--- config.mk ---
export PLATFORM = sky130hd
export DESIGN_NAME = program_out_streamer
export DESIGN_NICKNAME = d
export VERILOG_FILES = /design/src/rtl/mcc_defs.sv /design/src/rtl/pout_fifo.sv /design/src/rtl/program_out_streamer.sv
export SDC_FILE = /design/constraint.sdc
export NUM_CORES = 1
export LEC_CHECK = 0
export ABC_AREA = 1
export CAP_MARGIN = 0
export CORE_ASPECT_RATIO = 0.9
export CORE_MARGIN = 4
export CORE_UTILIZATION = 40
export CTS_CLUSTER_SIZE = 8
export DETAILED_ROUTE_END_ITERATION = 10
export PLACE_DENSITY_LB_ADDON = 0.08
export SETUP_SLACK_MARGIN = 0.4
export SYNTH_ARGS = -nofsm -noshare
export SYNTH_HDL_FRONTEND = slang
export SYNTH_SLANG_ARGS = --single-unit
export TNS_END_PERCENT = 1
--- constraint.sdc ---
create_clock -name clock -period 2.9 [get_ports clock]
set_input_delay 0.58 -clock clock [delete_from_list [all_inputs] [get_ports clock]]
set_output_delay 0.58 -clock clock [all_outputs]
set_load 0.01 [all_outputs]
--- src/rtl/mcc_defs.sv ---
// Shared definitions for the program_out capture path: default bus geometry
// and the two-state streamer FSM encoding.
package mcc_defs;

  localparam int DATA_BUS_WIDTH = 32;
  localparam int BYTE_WIDTH     = 8;
  localparam int BEATS_PER_WORD = DATA_BUS_WIDTH / BYTE_WIDTH;
  localparam int FIFO_DEPTH     = 4;

  typedef enum logic {
    ST_IDLE = 1'b0,
    ST_SEND = 1'b1
  } state_t;

endpackage

--- src/rtl/pout_fifo.sv ---
// Synchronous first-word-fall-through FIFO: dout always shows the head word
// while empty is low. Pointers carry one extra wrap bit to tell full from empty.
module pout_fifo #(
  parameter int WIDTH = 32,
  parameter int DEPTH = 4
) (
  input  logic                     clock,
  input  logic                     reset,
  input  logic                     push,
  input  logic                     pop,
  input  logic [WIDTH-1:0]         din,
  output logic [WIDTH-1:0]         dout,
  output logic                     full,
  output logic                     empty,
  output logic [$clog2(DEPTH):0]   level
);

  localparam int PTR_W = $clog2(DEPTH);

  logic [WIDTH-1:0] mem [DEPTH];
  logic [PTR_W:0]   wr_ptr_q, wr_ptr_d;
  logic [PTR_W:0]   rd_ptr_q, rd_ptr_d;
  logic             push_ok;
  logic             pop_ok;

  assign empty = (wr_ptr_q == rd_ptr_q);
  assign full  = (wr_ptr_q[PTR_W] != rd_ptr_q[PTR_W]) &&
                 (wr_ptr_q[PTR_W-1:0] == rd_ptr_q[PTR_W-1:0]);
  assign level = wr_ptr_q - rd_ptr_q;
  assign dout  = mem[rd_ptr_q[PTR_W-1:0]];

  // NOTE: every signal written here gets a default first, so no path leaves it unassigned (no latch).
  always_comb begin
    push_ok  = push && !full;
    pop_ok   = pop && !empty;
    wr_ptr_d = wr_ptr_q;
    rd_ptr_d = rd_ptr_q;
    if (push_ok) wr_ptr_d = wr_ptr_q + 1'b1;
    if (pop_ok)  rd_ptr_d = rd_ptr_q + 1'b1;
  end

  // NOTE: state updates use <= so every flop samples pre-edge values, independent of statement order.
  always_ff @(posedge clock) begin
    if (reset) begin
      wr_ptr_q <= '0;
      rd_ptr_q <= '0;
    end else begin
      wr_ptr_q <= wr_ptr_d;
      rd_ptr_q <= rd_ptr_d;
    end
  end

  // NOTE: storage is deliberately not reset; the pointers alone decide what is valid.
  always_ff @(posedge clock) begin
    if (push_ok) mem[wr_ptr_q[PTR_W-1:0]] <= din;
  end

endmodule

--- src/rtl/program_out_streamer.sv ---
// Watches program_out, queues each new value and streams it MSB byte first
// over a valid/ready handshake, flagging words dropped on a full queue.
module program_out_streamer #(
  parameter int DATA_BUS_WIDTH = mcc_defs::DATA_BUS_WIDTH,
  parameter int BYTE_WIDTH     = mcc_defs::BYTE_WIDTH,
  parameter int FIFO_DEPTH     = mcc_defs::FIFO_DEPTH
) (
  input  logic                          clock,
  input  logic                          reset,
  input  logic [DATA_BUS_WIDTH-1:0]     program_out,
  input  logic                          capture_en,
  output logic [BYTE_WIDTH-1:0]         out_data,
  output logic                          out_valid,
  input  logic                          out_ready,
  output logic                          out_first,
  output logic                          overflow,
  output logic [$clog2(FIFO_DEPTH):0]   fifo_level
);

  import mcc_defs::*;

  localparam int BEATS = DATA_BUS_WIDTH / BYTE_WIDTH;
  localparam int BCW   = (BEATS > 1) ? $clog2(BEATS) : 1;
  localparam logic [BCW-1:0] LAST_BEAT = BCW'(BEATS - 1);

  state_t                    state_q, state_d;
  logic [DATA_BUS_WIDTH-1:0] shift_q, shift_d;
  logic [BCW-1:0]            beat_cnt_q, beat_cnt_d;
  logic [DATA_BUS_WIDTH-1:0] last_val_q, last_val_d;
  logic                      primed_q, primed_d;
  logic                      overflow_q, overflow_d;

  logic                      push_req;
  logic                      fifo_push;
  logic                      fifo_pop;
  logic [DATA_BUS_WIDTH-1:0] fifo_dout;
  logic                      fifo_full;
  logic                      fifo_empty;

  pout_fifo #(
    .WIDTH (DATA_BUS_WIDTH),
    .DEPTH (FIFO_DEPTH)
  ) u_fifo (
    .clock (clock),
    .reset (reset),
    .push  (fifo_push),
    .pop   (fifo_pop),
    .din   (program_out),
    .dout  (fifo_dout),
    .full  (fifo_full),
    .empty (fifo_empty),
    .level (fifo_level)
  );

  assign overflow = overflow_q;

  always_comb begin
    state_d    = state_q;
    shift_d    = shift_q;
    beat_cnt_d = beat_cnt_q;
    last_val_d = last_val_q;
    primed_d   = primed_q;
    overflow_d = overflow_q;
    fifo_pop   = 1'b0;
    out_valid  = 1'b0;
    out_first  = 1'b0;
    out_data   = '0;

    // Fullness is judged before any same-cycle pop, so a full queue rejects the word.
    push_req  = capture_en && (!primed_q || (program_out != last_val_q));
    fifo_push = push_req && !fifo_full;
    if (push_req) begin
      last_val_d = program_out;
      primed_d   = 1'b1;
      if (fifo_full) overflow_d = 1'b1;
    end

    case (state_q)
      ST_IDLE: begin
        if (!fifo_empty) begin
          fifo_pop   = 1'b1;
          shift_d    = fifo_dout;
          beat_cnt_d = '0;
          state_d    = ST_SEND;
        end
      end
      ST_SEND: begin
        out_valid = 1'b1;
        out_data  = shift_q[DATA_BUS_WIDTH-1 -: BYTE_WIDTH];
        out_first = (beat_cnt_q == '0);
        if (out_ready) begin
          shift_d    = shift_q << BYTE_WIDTH;
          beat_cnt_d = beat_cnt_q + BCW'(1);
          if (beat_cnt_q == LAST_BEAT) state_d = ST_IDLE;
        end
      end
      default: state_d = ST_IDLE;
    endcase
  end

  always_ff @(posedge clock) begin
    if (reset) begin
      state_q    <= ST_IDLE;
      shift_q    <= '0;
      beat_cnt_q <= '0;
      last_val_q <= '0;
      primed_q   <= 1'b0;
      overflow_q <= 1'b0;
    end else begin
      state_q    <= state_d;
      shift_q    <= shift_d;
      beat_cnt_q <= beat_cnt_d;
      last_val_q <= last_val_d;
      primed_q   <= primed_d;
      overflow_q <= overflow_d;
    end
  end

endmodule

# Yosys cells after proc, flatten, opt, wreduce, memory -nomap -nowiden
# Memories as Yosys holds them, arrays and structs flattened. A register that Yosys moved wholly into a read port is not among the register bits.
# Cells that the tools add are included.
dict set report word_totals {
  regBits 75
  ramBits 128
  inputBits 36
  output_inout_bits 14
  word_cells 51
  mem_count 1
}
# name depth word_bits read_ports rd_clocked_by_memory_dff wr line_no
set mem_list {}
lappend mem_list {u_fifo.mem 4 32 1 1 1 pout_fifo.sv:20} ;# logic [WIDTH-1:0] mem [DEPTH];
dict set report classes {
  n_addsub 4
  n_eq_ne 7
  muxes 18
  bitwise_logic 1
  reduce_logical 12
}
# operator count
set op_table {}
lappend op_table {{32-bit two-way mux} 2}
lappend op_table {{32-bit case mux with 2 select lines} 1}
lappend op_table {{32-bit != test} 1}
lappend op_table {{1-bit two-way mux} 8}
lappend op_table {{2-bit two-way mux} 4}
lappend op_table {{8-bit two-way mux} 1}
lappend op_table {{3-bit by 1-bit adder with 3-bit output (second input constant)} 2}
lappend op_table {{1-bit logical AND} 5}
lappend op_table {{2-bit != test (second input constant)} 2}
lappend op_table {{2-bit case mux with 2 select lines} 1}
lappend op_table {{2-bit AND reduction} 2}
lappend op_table {{3-bit == test} 1}
lappend op_table {{1-bit zero test} 3}
lappend op_table {{3-bit subtractor} 1}
lappend op_table {{2-bit by 1-bit adder with 2-bit output (second input constant)} 1}
lappend op_table {{2-bit == test} 1}
lappend op_table {{2-bit == test (second input constant)} 1}
lappend op_table {{2-bit zero test} 1}
lappend op_table {{1-bit case mux with 2 select lines} 1}
lappend op_table {{1-bit logical OR} 1}
lappend op_table {{1-bit != test} 1}
lappend op_table {{1-bit inverter} 1}

# Depth between registers and ports, before layout
dict set report depth {
  depth_word 7
  depth_mapped 14
  depth_no_buf 13
}

# Modules after synthesis
# Synthesis repeated with hierarchy kept, for this count alone.
dict set report unflattened {
  hier_cells 913
  area_unflattened_um2 8732.1
}
# module instances cells_each area_per_inst_um2 seq_area_each_um2
set modules_own_cells {}
lappend modules_own_cells {pout_fifo 1 384 5271.3 4003.8}
lappend modules_own_cells {program_out_streamer 1 529 3460.8 1381.3}

# Least setup slack after synthesis
# No wires, ideal clock.
dict set report synth_timing {
  path_kind {input to register}
  start {input program_out[26]}
  end {memory u_fifo.mem[0][0], enable pin}
  setup_ps 421
  arrival_time_ps 2572
  required_ps 2479
  path_slack_ps -93
  stages 11
  path_buffers 0
  path_cell_list {nand2_1 inv_1 nor2_1 nor2_1 nand2_1 nor2_1 nand2_1 nor2_2 nand2_4 nand3_1 nor2_1}
}
dict set report synth_between {
  elab_chain_cells 7
}
# item line_no
set synth_lines {}
lappend synth_lines {{from (decl)} program_out_streamer.sv:10} ;# input logic [DATA_BUS_WIDTH-1:0] program_out,
lappend synth_lines {{32-bit != test} program_out_streamer.sv:70} ;# push_req = capture_en && (!primed_q || (program_out != last_val_q));
lappend synth_lines {{1-bit logical OR} program_out_streamer.sv:70}
lappend synth_lines {{1-bit logical AND} program_out_streamer.sv:70}
lappend synth_lines {{1-bit logical AND} program_out_streamer.sv:71} ;# fifo_push = push_req && !fifo_full;
lappend synth_lines {{1-bit logical AND} pout_fifo.sv:34} ;# push_ok = push && !full;
lappend synth_lines {{1-bit two-way mux} pout_fifo.sv:55} ;# if (push_ok) mem[wr_ptr_q[PTR_W-1:0]] <= din;
lappend synth_lines {{1-bit two-way mux (not written as such)} pout_fifo.sv:55}
lappend synth_lines {{to (decl)} pout_fifo.sv:20}
# No other way between the ends.

# Final worst setup path
dict set report layout_timing {
  start {register u_fifo.wr_ptr_q[0]}
  end {output fifo_level[1]}
}
dict set report layout_between {
  elab_chain_cells 1
}
# item line_no
set layout_lines {}
lappend layout_lines {{from (decl)} pout_fifo.sv:21} ;# logic [PTR_W:0] wr_ptr_q, wr_ptr_d;
lappend layout_lines {{from (signal assigned)} pout_fifo.sv:48} ;# wr_ptr_q <= wr_ptr_d;
lappend layout_lines {{3-bit subtractor} pout_fifo.sv:29} ;# assign level = wr_ptr_q - rd_ptr_q;
lappend layout_lines {{to (decl)} program_out_streamer.sv:17} ;# output logic [$clog2(FIFO_DEPTH):0] fifo_level
# No other way between the ends.

==> impl_metrics.env <==
export IMPL_die_x_um=162
export IMPL_clk_latency_ns=0.53
export IMPL_layout_drive_gt1_share_pct=12.9
export IMPL_antenna_found_initial=0
export IMPL_die_area_mm2=0.0238
export IMPL_yosys_register_bits=205
export IMPL_synth_distinct_cells=32
export IMPL_ys_warn_count=0
export IMPL_place_worst_setup_slack_ns=-0.432
export IMPL_p_leak_nw=4.00
export IMPL_min_path_type="reg2reg"
export IMPL_area_sequential_mm2=0.00539
export IMPL_rrSetupSlack_ns=0.65
export IMPL_clkTransAtPathRegs_ns=0.06
export IMPL_synth_avg_cell_area_um2=10.0
export IMPL_tns_ns=0
export IMPL_htreeDepth=1
export IMPL_slew_violations=0
export IMPL_vdd_drop_max_mv=0.475
export IMPL_reg2reg_to="u_fifo.mem[2][1]"
export IMPL_timing_rr_start="u_fifo.rd_ptr_q[1]"
export IMPL_endpoint_kind="output pin"
export IMPL_multi_input_area_mm2=0.00270
export IMPL_core_area_mm2=0.0209
export IMPL_rsz0062_at_grt="yes"
export IMPL_p_per_area_mw_per_mm2=859
export IMPL_cts_sinks=205
export IMPL_row_count=50
export IMPL_worstMarginPinSlew_ns=0.652
export IMPL_worstPathArrival_ns=2.01
export IMPL_critPathMaxFanout=4
export IMPL_fin_crit_ns=2.59
export IMPL_grt_start_max_net_pins=65
export IMPL_insertedDiodeCount=0
export IMPL_drc=0
export IMPL_post_cts_setup_buffers=0
export IMPL_drt_iter0_markers=411
export IMPL_crit_end="fifo_level[1]"
export IMPL_timing_final_setup_violations=0
export IMPL_startpoint="u_fifo.wr_ptr_q[0]"
export IMPL_io_buffers=49
export IMPL_vias=6248
export IMPL_grt_pass1_wl_um=32900
export IMPL_cts_path_max_buffers=3
export IMPL_max_slew_margin_rel_pct=56.4
export IMPL_synth_seq_area_share_pct=62.9
export IMPL_cts_root_buf="clkbuf_16"
export IMPL_start_util_pct=41.0
export IMPL_synth_ff_type="edfxtp_1"
export IMPL_dpl_hpwl_um=12400
export IMPL_drt_total_wl_um=20900
export IMPL_boundaryPins=50
export IMPL_final_core_util_pct=50.0
export IMPL_fp_dieH_um=147
export IMPL_grt_remaining_overflow=0
export IMPL_drt_pass1_iter_count=5
export IMPL_maxCapViolCount=0
export IMPL_grt_pass1_vias=6243
export IMPL_vias_per_cell=5.00
export IMPL_cts_buffers=29
export IMPL_area_delta_synth_final_pct=22.1
export IMPL_finalHoldViolCount=0
export IMPL_fillers=1934
export IMPL_finalWeightedCongestion=0.779
export IMPL_synth_edf_count=128
export IMPL_grt_usage_pct=17.1
export IMPL_rr_worst_depth=8
export IMPL_synth_area_mm2=0.00856
export IMPL_fmax_mhz=386
export IMPL_instances_no_fill=1250
export IMPL_dp_cells=1193
export IMPL_async_flop_share_pct=0
export IMPL_wire_per_inst_um=16.7
export IMPL_skew_ns=0.0146
export IMPL_synth_fp_nets=902
export IMPL_min_period_over_period_pct=89.4
export IMPL_fin_ws_ns=0.309
export IMPL_worstPathRequired_ns=2.32
export IMPL_ant_nets=0
export IMPL_fin_nets=987
export IMPL_whs_path_depth=2
export IMPL_syn_inst=856
export IMPL_start_kind="flop"
export IMPL_critPathKind="reg2out"
export IMPL_status="finished clean"
export IMPL_tritoncts="built"
==> cell usage after synthesis (all sizes together), types with 9 or more instances <==
| library cell | count | share of area [%] |
|---|---|---|
| nor2 | 187 | 9.0 |
| edfxtp | 128 | 45 |
| ha | 9 | 1.3 |
| o21ai | 92 | 5.4 |
| o32ai | 32 | 3.3 |
| buf | 20 | 1.7 |
| dfxtp | 77 | 18 |
| nand2 | 139 | 6.4 |
| inv | 74 | 3.3 |
| a31oi | 24 | 1.8 |
| a21oi | 17 | 0.99 |
| clkbuf | 25 | 1.1 |
| xnor2 | 10 | 1.0 |
==> cell usage in the layout (no fill, tap or decap), drive strengths merged, types with 32 or more instances in the layout <==
cell type / synthesis / routed
o21ai: 92 / 92
buf: 20 / 47
edfxtp: 128 / 128
dfxtp: 77 / 77
clkdlybuf4s50: 0 / 47
clkbuf: 25 / 53
inv: 74 / 75
nor2: 187 / 190
o32ai: 32 / 32
nand2: 139 / 139
==> state kept, by name (all words and copies together) (netlist names), named ones only <==
signal	flops
last_val_q	32
state_q	1
u_fifo.wr_ptr_q	3
u_fifo.rd_ptr_q	3
overflow	1
u_fifo.mem	128
primed_q	1
shift_q	32
beat_cnt_q	2
==> cell type report <==
class,instances,share of cell area [%]
clock buffers,52,7.77
flip-flops and latches,205,51.6
repair buffers,96,8.49
well taps,286,3.43
inverters,75,2.72
multi-input cells,534,25.9
clock inverters,2,0.132
==> power by group <==
group | internal, mW | switching (mW)
logic | 0.800 | 1.43
registers | 3.47 | 0.225
clock network | 1.87 | 1.19
total | 6.14 | 2.84
==> worst min-delay path by stage <==
| stage | start | end |
|---|---|---|
| after floorplan | primed_q | primed_q |
| after global placement | overflow | overflow |
| after detailed placement | overflow | overflow |
| after CTS | overflow | overflow |
| after global routing | shift_q[16] | shift_q[24] |
| final | overflow | overflow |
==> layer usage <==
layer,GRT usage (%),vias up,share of wire (%)
li1,-,3078,-
met1,23.6,2999,47
met2,27.6,134,46
met3,2.66,37,4.2
met4,5.84,0,2.7
met5,0,-,0
==> metrics by stage <==
stage          instance area, um2  total power [mW]  hold WS [ns]
3_5_place_dp                 9590              6.00         0.443
4_1_cts                     10400              9.06         0.451
3_3_place_gp                 9590              5.96         0.442
5_1_grt                     10400              9.50         0.484
6_report                    10400              8.98         0.456
2_1_floorplan                8560              5.20         0.436
==> kinds of logic (layout without fill, tap and decap cells) <==
family                   Yosys count  count (layout)  synth area share (%)
XOR/XNOR                          13              13                  1.33
buffers and inverters            120             225                  6.17
adder cells (fa/ha/maj)           10              10                  1.55
AND/OR/NAND/NOR                  341             344                  16.5
AO/OA/AOI/OAI                    167             167                  11.5
flip-flops                       205             205                  62.9
==> timing repair <==
item                       CTS  global route
setup endpoints to repair  109           109
cloned                       0             3
gates resized for setup      3             7
hold buffers                 0             0
pin swaps                    0             3
==> critical path, stage by stage (launching register included) <==
cell and delay, ns:
dfxtp_2 0.36, inv_2 0.06, ha_1 0.20, fa_1 0.55
inv_1 0.04, dlygate4sd2_1 0.27
Note: power is estimated with default switching activity, not from simulation.
==> edit (config.mk and constraints unchanged) <==
Take the reset off `last_val_q` and load it in a clocked block of its own.
--- a/src/rtl/program_out_streamer.sv
+++ b/src/rtl/program_out_streamer.sv
@@ -103,18 +103,20 @@
       state_q    <= ST_IDLE;
       shift_q    <= '0;
       beat_cnt_q <= '0;
-      last_val_q <= '0;
       primed_q   <= 1'b0;
       overflow_q <= 1'b0;
     end else begin
       state_q    <= state_d;
       shift_q    <= shift_d;
       beat_cnt_q <= beat_cnt_d;
-      last_val_q <= last_val_d;
       primed_q   <= primed_d;
       overflow_q <= overflow_d;
     end
   end
 
+  always_ff @(posedge clock) begin
+    last_val_q <= last_val_d;
+  end
+
 endmodule
 
Formal check against the unedited RTL: no difference found for any inputs over 4 cycles, from zero or initial values and one cycle with reset high; that may be too few to reach the edited logic, so the function may still have changed.
==> edit against the unedited design <==
Setup slack improved by 0.14 ns. Largest power group unchanged. Routed wire length fell by 7.8%. Power rose by 0.24%. Synthesized area fell by 2.7%. Largest cell class unchanged. Critical path depth did not move. Design area fell by 2.1%. Sequential cell count did not move. Cell count fell by 11%.
==> edit: results (changes against the unedited design) <==
Place
  • Total half-perimeter wirelength after legalization and detailed placement: 12,420 um (-0.19%)
  • Weighted congestion reported at the end of routability-driven placement: 0.7701 (-1.1%)

Pwr
  • Leakage Power: 3.881 nW (-3.0%)
  • Worst IR Drop VDD: 436.7 uV (-8.1%)

Global route
  • Number of global-route vias before repair: 5,610 (-10%)
  • Wire length of the first global-routing pass: 31,100 um (-5.4%)
  • Aggregate global-route resource usage: 0.1696 (-0.001125)
  • Pin count of the biggest net entering global routing: 50 (-23%)

Final layout
  • Fraction of final layout cells sized beyond drive strength 1: 0.1050 (-0.02361)
  • Number of nets in the layout: 881 (-11%)

Status
  • Run status: complete, no violations

Logic synthesis
  • Count of flip-flops with a built-in enable after synthesis: 160 (+25%)
  • Most frequent cells after synthesis: 160 x edfxtp_1, 138 x nand2_1, 122 x nor2_1, 69 x inv_1, 61 x o21ai_0
  • Count of different cell masters after synthesis: 26 (-19%)
  • Post-synthesis net count: 797 (-12%)
  • Area fraction in compound gates after synthesis: 0.09934 (-0.01614)
  • Proportion of synthesized chip area in sequential cells: 0.6853 (+0.05615)
  • Post-synthesis xor/xnor area fraction: 0.01368 (+0.0003738)

Setup path
  • Stage delay of the slowest cell on the critical path: 0.43 ns (-0.12 ns)
  • Arrival time of data at the critical path endpoint: 1.87 ns (-0.14 ns)
  • Capture point of the worst path: fifo_level[2]
  • RR Startpoint: u_fifo.wr_ptr_q[0]

Route
  • Sum of met2 wire segment lengths after detailed routing: 8819 um (-7.7%)
  • Iteration-0 DRC count of the detailed router: 404 (-1.7%)

STA
  • Max Clock Skew: 0.009674 ns (-0.004883 ns)
  • Worst-Margin Slew: 0.5126 ns (-0.1397 ns)
==> edit: cell count changes after synthesis, sizes merged <==
| cell | before | now |
|---|---|---|
| o22ai | 2 | 1 |
| o21ai | 92 | 61 |
| nand2 | 139 | 140 |
| clkinv | 1 | 0 |
| buf | 20 | 14 |
| clkbuf | 25 | 22 |
| nor2 | 187 | 123 |
| edfxtp | 128 | 160 |
| dfxtp | 77 | 45 |
==> edit: repair_timing <==
action                                 in CTS  in global routing
endpoints found under the hold margin       0                  0
resized for setup                          10                  1
setup endpoints to repair                   3                  4
hold buffers                                0                  0
cloned                                      0                  0
buffers inserted                            0                  0
==> edit: critical path: cells and delay by family (launching register included) <==
family     cells  cell delay [ns]
buf+inv        2             0.20
fa+ha+maj      2             0.61
flops          1             0.36
xor+xnor       1             0.16
==> edit: cell families after synthesis <==
logic type | count (synthesis)
XOR/XNOR | 13
AO/OA/AOI/OAI | 135
AND/OR/NAND/NOR | 278
adder cells (fa/ha/maj) | 10
flip-flops | 205
buffers and inverters | 110
==> edit: per-stage QoR <==
step / instance area (um2) / power, mW / hold slack, ns / cells / setup slack, ns
2_1_floorplan: 8333 / 5.232 / 0.4362 / 751 / 0.3552
3_5_place_dp: 9395 / 6.046 / 0.4442 / 1059 / 0.08831
6_report: 10220 / 9.001 / 0.4503 / 1112 / 0.4510
4_1_cts: 10230 / 9.134 / 0.4552 / 1112 / 0.3628
5_1_grt: 10220 / 9.575 / 0.4837 / 1112 / 0.3191
3_3_place_gp: 9395 / 6.015 / 0.4434 / 1059 / 0.1510
==> edit: worst min-delay path by stage <==
stage	startpoint	end	slack, ns
final	overflow	overflow	0.45
after global routing	overflow	overflow	0.48
after CTS	overflow	overflow	0.46
after detailed placement	overflow	overflow	0.44
after global placement	overflow	overflow	0.44
after floorplan	primed_q	primed_q	0.44
==> edit: cell type report <==
cell class	instances	share of cell area
clock buffers	51	0.07905
clock inverters	2	0.002447
inverters	74	0.02766
multi-input cells	436	0.2149
flip-flops and latches	205	0.5586
well taps	255	0.03120
repair buffers	89	0.08615
==> edit: layer usage <==
metal	track usage	vias to the layer above
met5	0	-
met3	0.02662	30
met2	0.2769	109
li1	-	2766
met4	0.04255	0
met1	0.2409	2719
==> edit: where the power goes <==
part | leakage, nW | total [mW] | switching, mW | internal [mW]
Sequential | 1.86 | 3.79 | 0.239 | 3.55
Clock | 0.397 | 3.05 | 1.19 | 1.87
Combinational | 1.62 | 2.16 | 1.38 | 0.773
Total | 3.88 | 9.00 | 2.81 | 6.19
